[config.mk]
export PLATFORM = sky130hd
export DESIGN_NAME = inst_buffer_flat
export DESIGN_NICKNAME = d
export VERILOG_FILES = /design/src/rtl/inst_buffer_if.sv /design/src/rtl/inst_buffer.sv /design/src/flat_wrapper.sv
export SDC_FILE = /design/constraint.sdc
export NUM_CORES = 1
export LEC_CHECK = 0
export CAP_MARGIN = 20
export CORE_MARGIN = 3
export CORE_UTILIZATION = 50
export CTS_BUF_LIST = sky130_fd_sc_hd__clkbuf_8
export DETAILED_ROUTE_END_ITERATION = 10
export HOLD_SLACK_MARGIN = 0.02
export PLACE_DENSITY = 0.69
export SYNTH_ARGS = -nofsm -noshare
export SYNTH_HDL_FRONTEND = slang
export SYNTH_SLANG_ARGS = --single-unit
[constraint.sdc]
create_clock -name clock -period 20.3 [get_ports clock]
set_input_delay 6.09 -clock clock [delete_from_list [all_inputs] [get_ports clock]]
set_output_delay 6.09 -clock clock [all_outputs]
set_load 0.05 [all_outputs]
[src/rtl/inst_buffer_if.sv]
// Fetch-to-dispatch instruction buffer bus: push side, pop side, flush and status.
// master = fetch/reservation-station side, slave = the buffer itself.
interface inst_buffer_if #(
  parameter int DEPTH  = 8,
  parameter int DATA_W = 128
);
  localparam int CNT_W = $clog2(DEPTH) + 1;

  logic              flush;
  logic              in_valid;
  logic [DATA_W-1:0] in_data;
  logic              in_ready;
  logic              read_enable;
  logic              out_valid;
  logic [DATA_W-1:0] out_data;
  logic [CNT_W-1:0]  count;
  logic              full;
  logic              empty;

  modport master (
    output flush, in_valid, in_data, read_enable,
    input  in_ready, out_valid, out_data, count, full, empty
  );

  modport slave (
    input  flush, in_valid, in_data, read_enable,
    output in_ready, out_valid, out_data, count, full, empty
  );
endinterface

[src/rtl/inst_buffer.sv]
// Circular instruction FIFO between fetch and reservation-station dispatch.
// Show-ahead head read, occupancy-derived full/empty, flush drops everything.
module inst_buffer #(
  parameter int DEPTH  = 8,
  parameter int DATA_W = 128
) (
  input  logic        clock,
  input  logic        reset,
  inst_buffer_if.slave bus
);
  localparam int PTR_W = $clog2(DEPTH);
  localparam int CNT_W = PTR_W + 1;

  logic [DATA_W-1:0] storage [DEPTH];
  logic [PTR_W-1:0]  head_ptr;
  logic [PTR_W-1:0]  tail_ptr;
  logic [CNT_W-1:0]  count_q;
  logic              full_w;
  logic              empty_w;
  logic              push_fire;
  logic              pop_fire;
  logic              clear;

  assign full_w    = (count_q == CNT_W'(DEPTH));
  assign empty_w   = (count_q == '0);
  assign push_fire = bus.in_valid && !full_w;
  assign pop_fire  = bus.read_enable && !empty_w;
  assign clear     = reset || bus.flush;

  always_ff @(posedge clock) begin
    if (clear) begin
      head_ptr <= '0;
      tail_ptr <= '0;
      count_q  <= '0;
    end else begin
      if (push_fire) tail_ptr <= tail_ptr + 1'b1;
      if (pop_fire)  head_ptr <= head_ptr + 1'b1;
      count_q <= count_q + CNT_W'(push_fire) - CNT_W'(pop_fire);
    end
  end

  // Storage is never cleared; stale entries are masked by out_data gating below.
  always_ff @(posedge clock) begin
    if (push_fire && !clear) storage[tail_ptr] <= bus.in_data;
  end

  assign bus.in_ready  = !full_w;
  assign bus.out_valid = !empty_w;
  assign bus.out_data  = empty_w ? '0 : storage[head_ptr];
  assign bus.count     = count_q;
  assign bus.full      = full_w;
  assign bus.empty     = empty_w;
endmodule

[src/flat_wrapper.sv]
// flat-port wrapper written by rule: the top's interface ports become plain ports
module inst_buffer_flat 
#(
  parameter int DEPTH  = 8,
  parameter int DATA_W = 128
)
  (clock, reset, bus_flush, bus_in_valid, bus_in_data, bus_read_enable, bus_in_ready, bus_out_valid, bus_out_data, bus_count, bus_full, bus_empty);
  inst_buffer_if #(.DEPTH(DEPTH), .DATA_W(DATA_W)) bus_i ();
  input  logic clock;
  input  logic reset;
  input wire logic [$bits(bus_i.flush)-1:0] bus_flush;
  input wire logic [$bits(bus_i.in_valid)-1:0] bus_in_valid;
  input wire logic [$bits(bus_i.in_data)-1:0] bus_in_data;
  input wire logic [$bits(bus_i.read_enable)-1:0] bus_read_enable;
  output wire logic [$bits(bus_i.in_ready)-1:0] bus_in_ready;
  output wire logic [$bits(bus_i.out_valid)-1:0] bus_out_valid;
  output wire logic [$bits(bus_i.out_data)-1:0] bus_out_data;
  output wire logic [$bits(bus_i.count)-1:0] bus_count;
  output wire logic [$bits(bus_i.full)-1:0] bus_full;
  output wire logic [$bits(bus_i.empty)-1:0] bus_empty;
  assign bus_i.flush = bus_flush;
  assign bus_i.in_valid = bus_in_valid;
  assign bus_i.in_data = bus_in_data;
  assign bus_i.read_enable = bus_read_enable;
  assign bus_in_ready = bus_i.in_ready;
  assign bus_out_valid = bus_i.out_valid;
  assign bus_out_data = bus_i.out_data;
  assign bus_count = bus_i.count;
  assign bus_full = bus_i.full;
  assign bus_empty = bus_i.empty;
  inst_buffer #(.DEPTH(DEPTH), .DATA_W(DATA_W)) u_core (.clock(clock), .reset(reset), .bus(bus_i));
endmodule
==> summary.md <==
| Metric | Value |
|---|---|
| Post-synthesis mux area share | 0.148 |
| Worst slew pin tran | 1.12 ns |
| Post-route insts no fill | 3117 |
| Cell-by-cell listing of the critical path | buf_4, buf_4, buf_4, mux4_2, a22o_1, clkdlybuf4s50_1 |
| Critical Path RT | 14.21 ns |
| Mapped cell area | 0.0389 mm² |
| Post-synth EDFFs | 1024 |
| XOR/XNOR Fraction of Synth Area | 0.000225 |
| Crit end category | output port |
| Critical Path Start Type | register |
| Top-level I/O count | 269 |
| Register area share after synthesis | 0.797 |
| Final hold vios | 0 |
| Nets@finish | 2106 |
| Post-CTS sizing | 0 |
| Router iterations before antenna repair | 5 |
| Syn Inst Count | 1578 |
| CTS Hold Bufs | 0 |
| Top layer reached by signal wires | met5 |
| First-pass GRT wire length | 122000 µm |
| Number of port buffers | 268 |
| Met2 wire len | 40800 µm |
| Setup Crit Path Kind | reg2out |
| Crit-path slowest cell | buf_4 |
| Placed Instances | 2826 |
| Max incr delay on CP | 0.87 ns |
| Post-synth ARST share | 0 |
| Fin Clk Skew | 0.0288 ns |
| # Post-CTS Setup Buffers | 0 |
| Cell mode on critical path | buf_4 |
| Worst Path Max Fanout | 48 |
| Synth Area in Compound Gates | 0.0309 |
| FP Rows | 101 |
| Clock transition at path regs | 0.06 ns |
| Total CTS buffers | 165 |
| Syn avg cell area | 24.7 µm² |
| Crit path max-delay family | buffers and inverters |
| Placer congestion estimate | 0.711 |
| WL per Instance | 25.8 µm |
| #FFs+latches synth | 1037 |
| Drt drc | 0 |
| Clk sink count | 1037 |
| CP Buf/Inv Count | 4 |
| Met1 Wirelength | 32900 µm |
| Simple-Gate Fraction of Synth Area | 0.00447 |
| H-tree levels | 4 |
| Predominant post-synthesis flop cell | edfxtp_1 |
| Routed vias/inst | 5.79 |
| Final ANT Viol Nets | 0 |
| Post-route minimum period | 11.93 ns |
| Unrepaired setup endpoints after global routing | no |
| Largest net degree at the start of global routing | 74 |
| P&R area growth vs syn | 17.2% |
| Worst vdd ir | 0.0898 mV |
| Largest family of logic cells by synthesized area | multiplexers |
| Fillers | 5348 |
| Setup Total Neg Slack | 0 ns |
| CTS tree | done |
| Outcome | finished, final reports clean |
| Number of global-route vias before repair | 19500 |
| Layout cell share with drive strength beyond 1 | 0.242 |
| Drt total wl | 80400 µm |
| Vias | 18000 |
| Total die area | 0.0812 mm² |
| Clk_lat worst skew | 0.77 ns |
| Clock root cell | clkbuf_8 |
| Max Slew Vio Count | 0 |
| Pwr dens | 120 mW/mm² |
| Total grt overflow | 0 |
| Final setup fails | 0 |
| DR iter-0 viols | 1458 |
| Initial antenna violation count | 10 |
| Gr usage total | 0.202 |
| Synth Area in Adders | 0.00309 |
| Hold Crit Class | reg2reg |
| Rel. slew slack | 0.252 |
| P_leak | 14.2 nW |
| Placed inst area | 0.0427 mm² |
| HPWL Detailed | 43200 µm |
| Max Cap Viol | 0 |
| Die H | 285 µm |
| Post-Syn Nets | 1720 |
| Starting Density | 0.509 |
| Met3 wire length | 5190 µm |
| Tcrit/Tclk final | 0.588 |
| Design area | 0.0456 mm² |
| Peak Freq | 83.8 MHz |
| Arrival time at the worst endpoint | 5.84 ns |
| Max clock buf depth | 3 |
| Synth Warn # | 0 |
| Die Span X | 285 µm |
| Netlist cell types | 35 |
| Core Box Area | 0.0765 mm² |
## cells by family after synthesis
logic type | Yosys count
compound gates | 143
mux | 257
flops | 1037
xor+xnor | 1
simple gates | 32
buf+inv | 99
fa+ha+maj | 9
## power breakdown
group | switching [mW] | internal (mW)
Sequential | 0.0135 | 2.38
Clock | 0.780 | 0.780
Combinational | 1.00 | 0.511
Total | 1.80 | 3.67
## worst register-to-register path, stage by stage (launching register included)
cell,delay [ns]
dfxtp_1,0.33
inv_1,0.08
ha_1,0.20
or3b_2,0.25
inv_2,0.09
or4_1,0.66
nor2_4,0.51
buf_4,0.50
buf_4,0.82
## cell type report
| class | count | area [µm²] | share of cell area |
|---|---|---|---|
| Tap cell | 1030 | 1290 | 0.0283 |
| Multi-Input combinational cell | 442 | 7340 | 0.161 |
| Sequential cell | 1037 | 31000 | 0.680 |
| Clock buffer | 166 | 2280 | 0.0501 |
| Antenna cell | 5 | 12.5 | 0.000274 |
| Inverter | 13 | 50.0 | 0.00110 |
| Timing Repair Buffer | 305 | 2980 | 0.0654 |
| Clock inverter | 119 | 609 | 0.0134 |
## registers in the layout, summed over array words and instances (netlist names), named ones only
register          cells
u_core.tail_ptr       3
u_core.head_ptr       3
u_core.storage     1024
u_core.bus.count      4
## synthesized netlist by cell type (3+ instances only)
master    number  area share
a21oi_1        8      0.0010
or4_1          3     0.00058
buf_6          7      0.0020
nor2_1        11      0.0011
dfxtp_1       13      0.0067
edfxtp_1    1024        0.79
mux4_2       256        0.15
or3_1          3     0.00048
a22o_1       128       0.029
inv_1         11      0.0011
buf_2         19      0.0024
ha_1           8      0.0026
clkbuf_1      19      0.0018
buf_1         19      0.0018
o21ai_0        4     0.00051
buf_4         12      0.0023
buf_8          9      0.0035
## cells in the final DEF (no fill, tap or decap), types with 4 or more instances in the layout
master,Yosys,layout
mux4_2,256,256
a21oi_1,8,8
o21ai_0,4,4
edfxtp_1,1024,1024
dfxtp_1,13,11
inv_1,11,70
ha_1,8,8
buf_4,12,36
clkdlybuf4s50_1,0,268
clkinv_1,0,31
inv_6,0,5
a22o_1,128,128
nor2_4,0,7
clkinv_2,1,15
nor2_1,11,5
diode_2,0,5
clkbuf_8,0,166
## routing by layer
metal  vias up  GRT usage
met2       601      0.332
met1      9662      0.271
met3       104     0.0488
met4        10     0.0597
li1       7658          -
met5         -          0
## final timing paths
check                                         start                   end  slack (ns)  cells past startpoint
worst min-delay path             u_core.head_ptr[1]              register        0.52                      2
worst min register to register   u_core.head_ptr[1]              register        0.52                      2
worst max-delay path                       register      bus_out_data[54]        8.37                      6
worst max register to register  u_core.bus.count[2]  u_core.storage[2][3]       16.44                      8
## metrics by stage
stage          total power [mW]   util  hold WS [ns]  worst slack [ns]
2_1_floorplan              3.44      -         0.453              3.92
3_3_place_gp               3.95  0.558         0.470              9.02
3_5_place_dp               3.96  0.558         0.499              8.97
4_1_cts                    5.53  0.596         0.516              8.09
5_1_grt                    5.68  0.596         0.533              7.82
6_report                   5.46  0.596         0.521              8.37
Power figures use the tool's default switching activity.
